**src/rtl/audio_mix_engine.sv**
```systemverilog
// Audio mix engine: walks the channels each frame, applies left/right volume into wide sums,
// saturates them and streams the previous frame's mix out as Philips I2S.
//
// state | meaning
// IDLE  | out of reset, nothing scheduled until the first frame start
// SCAN  | look at the enable of channel ch_q
// REQ   | fetch_req held for ch_q until fetch_ack
// MAC   | accumulate the captured sample with ch_q volumes
// DONE  | mix complete, waiting for the next frame start

module audio_mix_engine #(
  parameter int NUM_CHANNELS = 8,
  parameter int SAMPLE_W     = 16,
  parameter int VOL_W        = 8,
  parameter int BCLK_DIV     = 12,
  localparam int CH_W = (NUM_CHANNELS > 1) ? $clog2(NUM_CHANNELS) : 1
) (
  input  logic                clk,
  input  logic                rst,
  input  logic                cfg_we,
  input  logic [CH_W-1:0]     cfg_channel,
  input  logic                cfg_enable,
  input  logic [VOL_W-1:0]    cfg_vol_l,
  input  logic [VOL_W-1:0]    cfg_vol_r,
  output logic                fetch_req,
  output logic [CH_W-1:0]     fetch_channel,
  input  logic                fetch_ack,
  input  logic [SAMPLE_W-1:0] fetch_sample,
  output logic                frame_start,
  input  logic                status_clr,
  output logic                clip_l,
  output logic                clip_r,
  output logic                underrun,
  output logic                audio_bclk,
  output logic                audio_lrclk,
  output logic                audio_dout
);

  localparam int SLOTS  = 2 * SAMPLE_W;
  localparam int SLOT_W = $clog2(SLOTS);
  localparam int DIV_W  = $clog2(BCLK_DIV);
  localparam int ACC_W  = SAMPLE_W + VOL_W + CH_W + 1;
  localparam int PROD_W = SAMPLE_W + VOL_W + 1;

  typedef enum logic [2:0] {S_IDLE, S_SCAN, S_REQ, S_MAC, S_DONE} state_t;

  state_t                state_q, state_d;
  logic [CH_W-1:0]       ch_q, ch_d;
  logic [SAMPLE_W-1:0]   sample_q, sample_d;
  logic [ACC_W-1:0]      acc_l_q, acc_l_d, acc_r_q, acc_r_d;
  logic [SAMPLE_W-1:0]   hold_l_q, hold_l_d, hold_r_q, hold_r_d;
  logic                  clip_l_q, clip_l_d, clip_r_q, clip_r_d, underrun_q, underrun_d;
  logic                  clip_l_set, clip_r_set, underrun_set;

  logic [DIV_W-1:0]      div_q, div_d;
  logic                  bclk_q, bclk_d, dout_q, dout_d, frame_start_q;
  logic [SLOT_W-1:0]     slot_q, slot_d, dout_idx;
  logic                  bclk_tick, bclk_fall, frame_tick;
  logic [SLOTS-1:0]      frame_word;

  logic [NUM_CHANNELS-1:0] en_q;
  logic [VOL_W-1:0]        vol_l_q [NUM_CHANNELS];
  logic [VOL_W-1:0]        vol_r_q [NUM_CHANNELS];
  logic                    cfg_ok, ch_last;

  logic signed [PROD_W-1:0] prod_l, prod_r, shr_l, shr_r;
  logic [ACC_W-1:0]         term_l, term_r;
  logic [SAMPLE_W:0]        sat_l, sat_r;

  generate
    if (NUM_CHANNELS == (1 << CH_W)) begin : g_full_range
      assign cfg_ok = 1'b1;
    end else begin : g_part_range
      assign cfg_ok = (int'(cfg_channel) < NUM_CHANNELS);
    end
  endgenerate

  always_ff @(posedge clk or posedge rst) begin
    if (rst) begin
      en_q <= '0;
      for (int i = 0; i < NUM_CHANNELS; i++) begin
        vol_l_q[i] <= '0;
        vol_r_q[i] <= '0;
      end
    end else if (cfg_we && cfg_ok) begin
      en_q[cfg_channel]    <= cfg_enable;
      vol_l_q[cfg_channel] <= cfg_vol_l;
      vol_r_q[cfg_channel] <= cfg_vol_r;
    end
  end

  // bclk falls on a terminal count while high; the fall that wraps the slot counter starts a frame
  assign bclk_tick  = (div_q == '0);
  assign bclk_fall  = bclk_tick & bclk_q;
  assign frame_tick = bclk_fall & (slot_q == SLOT_W'(SLOTS - 1));
  assign frame_word = {hold_l_q, hold_r_q};

  always_comb begin
    div_d    = bclk_tick ? DIV_W'(BCLK_DIV - 1) : div_q - DIV_W'(1);
    bclk_d   = bclk_tick ? ~bclk_q : bclk_q;
    slot_d   = slot_q;
    dout_d   = dout_q;
    dout_idx = '0;
    if (bclk_fall) begin
      slot_d   = frame_tick ? '0 : slot_q + SLOT_W'(1);
      // one-slot delay: slot 0 still carries the old R LSB (word bit 0)
      dout_idx = frame_tick ? '0 : SLOT_W'(SLOTS - 1) - slot_q;
      dout_d   = frame_word[dout_idx];
    end
  end

  function automatic logic [SAMPLE_W:0] saturate(input logic [ACC_W-1:0] a);
    logic [ACC_W-SAMPLE_W:0] upper;
    upper = a[ACC_W-1:SAMPLE_W-1];
    if ((&upper) || !(|upper)) saturate = {1'b0, a[SAMPLE_W-1:0]};
    else if (a[ACC_W-1])       saturate = {2'b11, {(SAMPLE_W-1){1'b0}}};
    else                       saturate = {2'b10, {(SAMPLE_W-1){1'b1}}};
  endfunction

  assign sat_l = saturate(acc_l_q);
  assign sat_r = saturate(acc_r_q);

  assign prod_l = $signed({{(VOL_W+1){sample_q[SAMPLE_W-1]}}, sample_q}) *
                  $signed({{(SAMPLE_W+1){1'b0}}, vol_l_q[ch_q]});
  assign prod_r = $signed({{(VOL_W+1){sample_q[SAMPLE_W-1]}}, sample_q}) *
                  $signed({{(SAMPLE_W+1){1'b0}}, vol_r_q[ch_q]});
  assign shr_l  = prod_l >>> (VOL_W - 1);
  assign shr_r  = prod_r >>> (VOL_W - 1);
  assign term_l = {{(ACC_W-PROD_W){shr_l[PROD_W-1]}}, shr_l};
  assign term_r = {{(ACC_W-PROD_W){shr_r[PROD_W-1]}}, shr_r};
  assign ch_last = (ch_q == CH_W'(NUM_CHANNELS - 1));

  always_comb begin
    state_d      = state_q;
    ch_d         = ch_q;
    sample_d     = sample_q;
    acc_l_d      = acc_l_q;
    acc_r_d      = acc_r_q;
    hold_l_d     = hold_l_q;
    hold_r_d     = hold_r_q;
    clip_l_set   = 1'b0;
    clip_r_set   = 1'b0;
    underrun_set = 1'b0;
    if (frame_tick) begin
      if (state_q == S_DONE) begin
        hold_l_d   = sat_l[SAMPLE_W-1:0];
        hold_r_d   = sat_r[SAMPLE_W-1:0];
        clip_l_set = sat_l[SAMPLE_W];
        clip_r_set = sat_r[SAMPLE_W];
      end else if (state_q != S_IDLE) begin
        // IDLE never had a mix scheduled, so only a started mix can under-run
        underrun_set = 1'b1;
      end
      acc_l_d = '0;
      acc_r_d = '0;
      ch_d    = '0;
      state_d = S_SCAN;
    end else begin
      case (state_q)
        S_SCAN: begin
          if (en_q[ch_q])   state_d = S_REQ;
          else if (ch_last) state_d = S_DONE;
          else              ch_d    = ch_q + CH_W'(1);
        end
        S_REQ: begin
          if (fetch_ack) begin
            sample_d = fetch_sample;
            state_d  = S_MAC;
          end
        end
        S_MAC: begin
          acc_l_d = acc_l_q + term_l;
          acc_r_d = acc_r_q + term_r;
          if (ch_last) begin
            state_d = S_DONE;
          end else begin
            ch_d    = ch_q + CH_W'(1);
            state_d = S_SCAN;
          end
        end
        default: ;
      endcase
    end
  end

  assign clip_l_d   = clip_l_set   | (clip_l_q   & ~status_clr);
  assign clip_r_d   = clip_r_set   | (clip_r_q   & ~status_clr);
  assign underrun_d = underrun_set | (underrun_q & ~status_clr);

  always_ff @(posedge clk or posedge rst) begin
    if (rst) begin
      state_q       <= S_IDLE;
      ch_q          <= '0;
      sample_q      <= '0;
      acc_l_q       <= '0;
      acc_r_q       <= '0;
      hold_l_q      <= '0;
      hold_r_q      <= '0;
      clip_l_q      <= 1'b0;
      clip_r_q      <= 1'b0;
      underrun_q    <= 1'b0;
      div_q         <= DIV_W'(BCLK_DIV - 1);
      bclk_q        <= 1'b0;
      slot_q        <= '0;
      dout_q        <= 1'b0;
      frame_start_q <= 1'b0;
    end else begin
      state_q       <= state_d;
      ch_q          <= ch_d;
      sample_q      <= sample_d;
      acc_l_q       <= acc_l_d;
      acc_r_q       <= acc_r_d;
      hold_l_q      <= hold_l_d;
      hold_r_q      <= hold_r_d;
      clip_l_q      <= clip_l_d;
      clip_r_q      <= clip_r_d;
      underrun_q    <= underrun_d;
      div_q         <= div_d;
      bclk_q        <= bclk_d;
      slot_q        <= slot_d;
      dout_q        <= dout_d;
      frame_start_q <= frame_tick;
    end
  end

  assign fetch_req     = (state_q == S_REQ);
  assign fetch_channel = ch_q;
  assign frame_start   = frame_start_q;
  assign clip_l        = clip_l_q;
  assign clip_r        = clip_r_q;
  assign underrun      = underrun_q;
  assign audio_bclk    = bclk_q;
  assign audio_lrclk   = (slot_q >= SLOT_W'(SAMPLE_W));
  assign audio_dout    = dout_q;

endmodule

```
**config.mk**
```make
export PLATFORM = sky130hd
export DESIGN_NAME = audio_mix_engine
export DESIGN_NICKNAME = d
export VERILOG_FILES = /design/src/rtl/audio_mix_engine.sv
export SDC_FILE = /design/constraint.sdc
export NUM_CORES = 1
export LEC_CHECK = 0
export ABC_AREA = 1
export CORE_AREA = 2 2 230 232
export DETAILED_ROUTE_END_ITERATION = 10
export DIE_AREA = 0 0 232 234
export DONT_BUFFER_PORTS = 1
export HOLD_SLACK_MARGIN = 0.15
export PLACE_DENSITY = 0.65
export SYNTH_ARGS = -nofsm -noshare
export SYNTH_HDL_FRONTEND = slang
export SYNTH_SLANG_ARGS = --single-unit
export TNS_END_PERCENT = 1
```
**constraint.sdc**
```tcl
create_clock -name clk -period 7.7 [get_ports clk]
set_input_delay 0.385 -clock clk [delete_from_list [all_inputs] [get_ports clk]]
set_output_delay 0.385 -clock clk [all_outputs]
set_load 0.005 [all_outputs]
```
; ---- Yosys cells after proc, flatten, opt, wreduce, memory -nomap -nowiden
; Index checks and enable logic that the tools add are counted.
[classes]
n_addsub = 6
multipliers = 2
n_lt_le_gt_ge = 8
eq_ne = 9
n_mux = 45
bitwise_logic = 13
reduce_logical = 19
[ops]
columns = cell, count
row1 = 64-bit bitwise mux, 2
row2 = 28-bit two-way mux, 4
row3 = 28-bit adder, 2
row4 = 16-bit by 9-bit multiplier with 25-bit output, 2
row5 = 8-bit binary-select mux with 3-bit select, 2
row6 = 8-bit two-way mux, 5
row7 = 17-bit two-way mux, 2
row8 = 16-bit two-way mux, 2
row9 = 13-bit AND reduction, 2
row10 = 13-bit OR reduction, 2
row11 = 8-bit demux with 3-bit select, 1
row12 = 3-bit two-way mux, 8
row13 = 1-bit two-way mux, 10
row14 = 5-bit two-way mux, 2
row15 = 3-bit case mux with 3 select lines, 1
row16 = 8-bit bitwise mux, 1
row17 = 4-bit >= comparator (second input constant), 2
row18 = 3-bit by 4-bit < comparator with 1-bit output (second input constant), 2
row19 = 3-bit NOT with 4-bit output, 2
row20 = 3-bit by 2-bit equality test with 1-bit output (second input constant), 2
row21 = 3-bit equality test (second input constant), 2
row22 = 5-bit by 6-bit < comparator with 1-bit output (second input constant), 1
row23 = 3-bit case mux with 2 select lines, 1
row24 = 3-bit AND reduction, 2
row25 = other kinds (27), 40
[totals]
regBits = 261
in_bits = 41
out_inout_bits = 11
elab_cells = 134

; ---- Longest topological paths before layout
[depth]
ltp_word = 8
mapped_depth = 40
ltp_nobuf = 38

; ---- Worst setup path after synthesis
; No wires, ideal clock.
[synth_path]
path_type = reg2reg
startpoint = register ch_q[0], in the netlist fetch_channel[0]
endpoint = register acc_l_q[26]
setup_ns = 0.123
arrival_ns = 6.680
required_ns = 7.577
slack_ns = 0.897
stages_incl_launch_ff = 37
path_buffers = 4
synth_period_minus_slack_ns = 6.803
path_cell_list = dfrtp_1 > inv_2 > buf_6 > buf_2 > buf_2 > o21ai_0 > o221ai_1 > nand2_1 > inv_1 > buf_2 > nand2_1 > fa_1 > fa_1 > inv_1 > fa_1 > inv_1 > fa_1 > inv_1 > ha_1 > a21oi_1 > o21ai_0 > a211oi_1 > nand2_2 > nand2_1 > nand2_1 > ha_1 > nand2_1 > nor2_1 > inv_1 > nor3_1 > nand2_1 > o211ai_1 > nand2_1 > nand3_1 > a21oi_1 > o21ai_0 > nand2_1
[synth_via]
elab_chain_cells = 8
[synth_lines]
columns = item, line_no
row1 = from (decl), 48  ; logic [CH_W-1:0] ch_q, ch_d;
row2 = from (signal assigned), 209  ; ch_q <= ch_d;
row3 = 3-bit NOT with 4-bit output (not written as such), 124  ; $signed({{(SAMPLE_W+1){1'b0}}, vol_l_q[ch_q]});
row4 = 8-bit binary-select mux with 3-bit select, 124
row5 = 8-bit two-way mux (not written as such) (2 in series), 124
row6 = 16-bit by 9-bit multiplier with 25-bit output, 123  ; assign prod_l = $signed({{(VOL_W+1){sample_q[SAMPLE_W-1]}}, sample_q}) *
row7 = 28-bit adder, 172  ; acc_l_d = acc_l_q + term_l;
row8 = 28-bit two-way mux, 159  ; case (state_q)
row9 = 28-bit two-way mux, 144  ; if (frame_tick) begin
row10 = to (signal assigned), 211  ; acc_l_q <= acc_l_d;
row11 = to (decl), 50  ; logic [ACC_W-1:0] acc_l_q, acc_l_d, acc_r_q, acc_r_d;
; Every way passes these cells. The select of a mux whose other input is x is not followed.
; A chain may end at the register's enable or synchronous reset.

; ---- Worst setup path in the final report
[layout_path]
startpoint = register ch_q[0], in the netlist fetch_channel[0]
endpoint = register acc_r_q[25]
[layout_via]
elab_chain_cells = 8
[layout_lines]
columns = item, line_no
row1 = 3-bit NOT with 4-bit output (not written as such), 126  ; $signed({{(SAMPLE_W+1){1'b0}}, vol_r_q[ch_q]});
row2 = 8-bit binary-select mux with 3-bit select, 126
row3 = 8-bit two-way mux (not written as such) (2 in series), 126
row4 = 16-bit by 9-bit multiplier with 25-bit output, 125  ; assign prod_r = $signed({{(VOL_W+1){sample_q[SAMPLE_W-1]}}, sample_q}) *
row5 = 28-bit adder, 173  ; acc_r_d = acc_r_q + term_r;
row6 = 28-bit two-way mux, 159
row7 = 28-bit two-way mux, 144
row8 = to (signal assigned), 212  ; acc_r_q <= acc_r_d;
row9 = to (decl), 50
; Every way passes these cells. The select of a mux whose other input is x is not followed.

==> flow_summary.toml <==
[timing]
fmaxAchievable_mhz = 138
timing.slew.headroom_pct = 20.7
finalClockSkew_ns = 0.0216
transition_at_the_pin_with_the_smallest_max_transition_slack_ns = 1.19
final_critical_delay_including_setup_and_external_delays_ns = 7.24
fin_crit_sh_pct = 94.1
setup_ws_ns = 0.457
timing.final.max_slew_violations = 0
timing.final.hold_violations = 0
finalSetupTns_ns = 0
setup_viol_count_final = 0

[logic_synthesis]
post-synth-top-area-cell = "dfrtp_1"
synth.ff_latch_count = 261
syn_avg_cell_area_um2 = 7.84
syn-cell-area_um2 = 23000
share_of_synthesized_registers_carrying_an_async_set_or_reset_pct = 100
yosys_most_used_dff = "dfrtp_1"
count_of_flip_flops_with_a_built_in_enable_after_synthesis = 0
synth_warnings = 0
cell_count_after_synthesis = 2938
synth_top_cells_by_area = "dfrtp_1, fa_1, nand2_1"
number_of_unique_standard_cell_types_used_by_synthesis = 52
synth_sequential_area_ratio_pct = 28.4
synth_nets = 3334
synthDominantCellAreaShare_pct = 28.0

[worst_setup_path]
timing.critical_path.arrival_ns = 7.71
end_kind = "flop"
critPathMaxStageDelay_ns = 0.55
worst-endpoint-required_ns = 8.17
crit_slowest_cell = "fa_1"
setup.worst_path.start_class = "flop"
setup.worst_path.class = "flop to flop"
top_cell_by_count_worst_path = "nand2_1"
worst-path-max-fanout = 19

[grt]
grt_first_pass_wirelength_um = 101000
grtUsageTotal_pct = 22.9
grt_start_max_net_pins = 169
first_global_vias = 19456
number_of_antenna_violations_at_the_first_check_in_global_routing = 0
globalRoute.totalOverflow = 0

[clock_network]
clock-root-buffer = "clkbuf_16"
clock_latency_ns = 0.60
cts_tree = "done"
cts.htree.levels = 1
numCtsBuffers = 31
clkSlewWorstSetupHoldPaths_ns = 0.06
tritoncts_num_sinks = 261
clock_tree.buffer_depth = 3

[die]
fp.coreArea_um2 = 52000
io_pins = 52
dieArea_um2 = 54300
initial_utilization_pct = 44.3
std_cell_rows = 84
dieWidth_um = 232
die-height_um = 234

[place]
place.detailed.hpwl_um = 45900
buffer_ports.inserted = 0
gp_routability_congestion = 0.907
dp_worst_setup_slack_ns = 0.139
dp.cells = 3559

[cells_and_area]
finalNonFillerCells = 3669
ratio_of_cells_with_drive_above_1_in_the_final_layout_pct = 6.17
layout.nets = 3357
share_of_the_core_filled_with_cells_pct = 49.0
areaGrowthSynthToFinish_pct = 10.7
final.fill_count = 4996
n_antenna_cell = 0

[status]
status = "finished, final reports clean"

[drt]
drt-wirelength-per-cell_um = 16.7
post_drt_via_cell_ratio = 5.32
first_iter_violations = 1563
finalWirelength_um = 61100
detailedRoute.firstPassIterationCount = 5
route.antenna.remaining_nets = 0
drc_errors = 0
route.vias.total = 19527

[worst_hold_path]
holdCritPathClass = "input port to flop"

[run]
max_cap_violations = 0
==> cell usage in the layout, fill, tap and decap left out, drive strengths merged, types with 40 or more instances in the layout <==
cell    netlist  routed
inv         469     463
dfrtp       258     258
a21oi       164     164
buf          36      58
nor2        364     364
o21ai       293     293
ha          151     151
fa          204     204
clkbuf       68      40
nand3        68      68
nand2       596     596
==> state kept, by name (all words and copies together) (netlist names) <==
| register | cells |
|---|---|
| vol_r_q | 64 |
| fetch_channel | 3 |
| acc_r_q | 28 |
| en_q | 8 |
| underrun | 1 |
| div_q | 4 |
| vol_l_q | 64 |
| acc_l_q | 28 |
| audio_dout | 1 |
| slot_q | 5 |
| audio_bclk | 1 |
| hold_r_q | 16 |
| sample_q | 16 |
| clip_r | 1 |
| state_q | 3 |
| clip_l | 1 |
| frame_start | 1 |
| hold_l_q | 16 |
==> worst max-delay path: cells and delay by family, from the launching register on <==
family,cells,cell delay (ns)
adders and majority gates,6,2.76
AOI/OAI and AO/OA,6,0.80
buffers and inverters,7,1.02
and+or+nand+nor,16,2.04
DFF,1,0.47
==> repair_timing <==
action	CTS	global route
endpoints found under the hold margin	248	0
buffers inserted	0	21
resized for setup	0	26
endpoints found under the setup margin	0	23
hold buffers	36	0
==> metrics by stage <==
| stage | hold WS [ns] | instance area [µm²] |
|---|---|---|
| 6_report | 0.182 | 25500 |
| 3_5_place_dp | 0.372 | 23800 |
| 3_3_place_gp | 0.371 | 23800 |
| 2_1_floorplan | 0.433 | 23000 |
| 5_1_grt | 0.194 | 25500 |
| 4_1_cts | 0.158 | 25200 |
==> synth_stat cells, drive strengths merged (20+ instances only) <==
cell,count
nand2,596
inv,469
nor2,364
o21ai,293
dfrtp,258
fa,204
a21oi,164
ha,151
clkbuf,68
nand3,68
buf,36
xor2,33
o211ai,30
xnor2,28
o221ai,20
==> routing by layer <==
| metal | GRT usage, % | routed length [µm] |
|---|---|---|
| met5 | 0 | 0 |
| met2 | 35.7 | 26700 |
| met3 | 3.26 | 3700 |
| met1 | 32.7 | 28500 |
| met4 | 8.11 | 2300 |
==> path summary, 6_finish.rpt <==
path,from,cells past startpoint,end,slack (ns)
max reg2reg,fetch_channel[0]$_DFFE_PP0P_,35,acc_r_q[25]$_DFFE_PP0N_,0.46
max,fetch_channel[0]$_DFFE_PP0P_,35,acc_r_q[25]$_DFFE_PP0N_,0.46
min in group asynchronous,rst,2,clip_l$_DFF_PP0_,0.39
min reg2reg,div_q[0]$_DFF_PP1_,1,div_q[0]$_DFF_PP1_,0.46
min,cfg_channel[1],4,vol_l_q[5]$_DFFE_PP0P_,0.18
max in group asynchronous,rst,3,sample_q[9]$_DFFE_PP0P_,5.94
==> area by class of cell <==
cell class | count | area, µm² | share of cell area [%]
clock inverter | 13 | 210 | 0.824
sequential | 261 | 6540 | 25.6
tap | 688 | 861 | 3.38
inverter | 474 | 1810 | 7.11
multi-input combinational | 2099 | 14400 | 56.4
clock buffer | 40 | 860 | 3.37
timing repair buffer | 94 | 846 | 3.32
==> logic make-up (layout without fill, tap and decap cells) <==
logic type,Yosys count,in the layout,synth area share (%)
adders and majority gates,355,355,25.9
buffers and inverters,578,621,9.67
xor gates and xnor gates,61,61,2.32
DFF,261,261,28.4
and+or+nand+nor,1086,1086,18.8
AOI/OAI and AO/OA,597,597,14.9
Power is not shown: default switching activity piles up to over one toggle a cycle in this logic, so the estimate is an artifact.
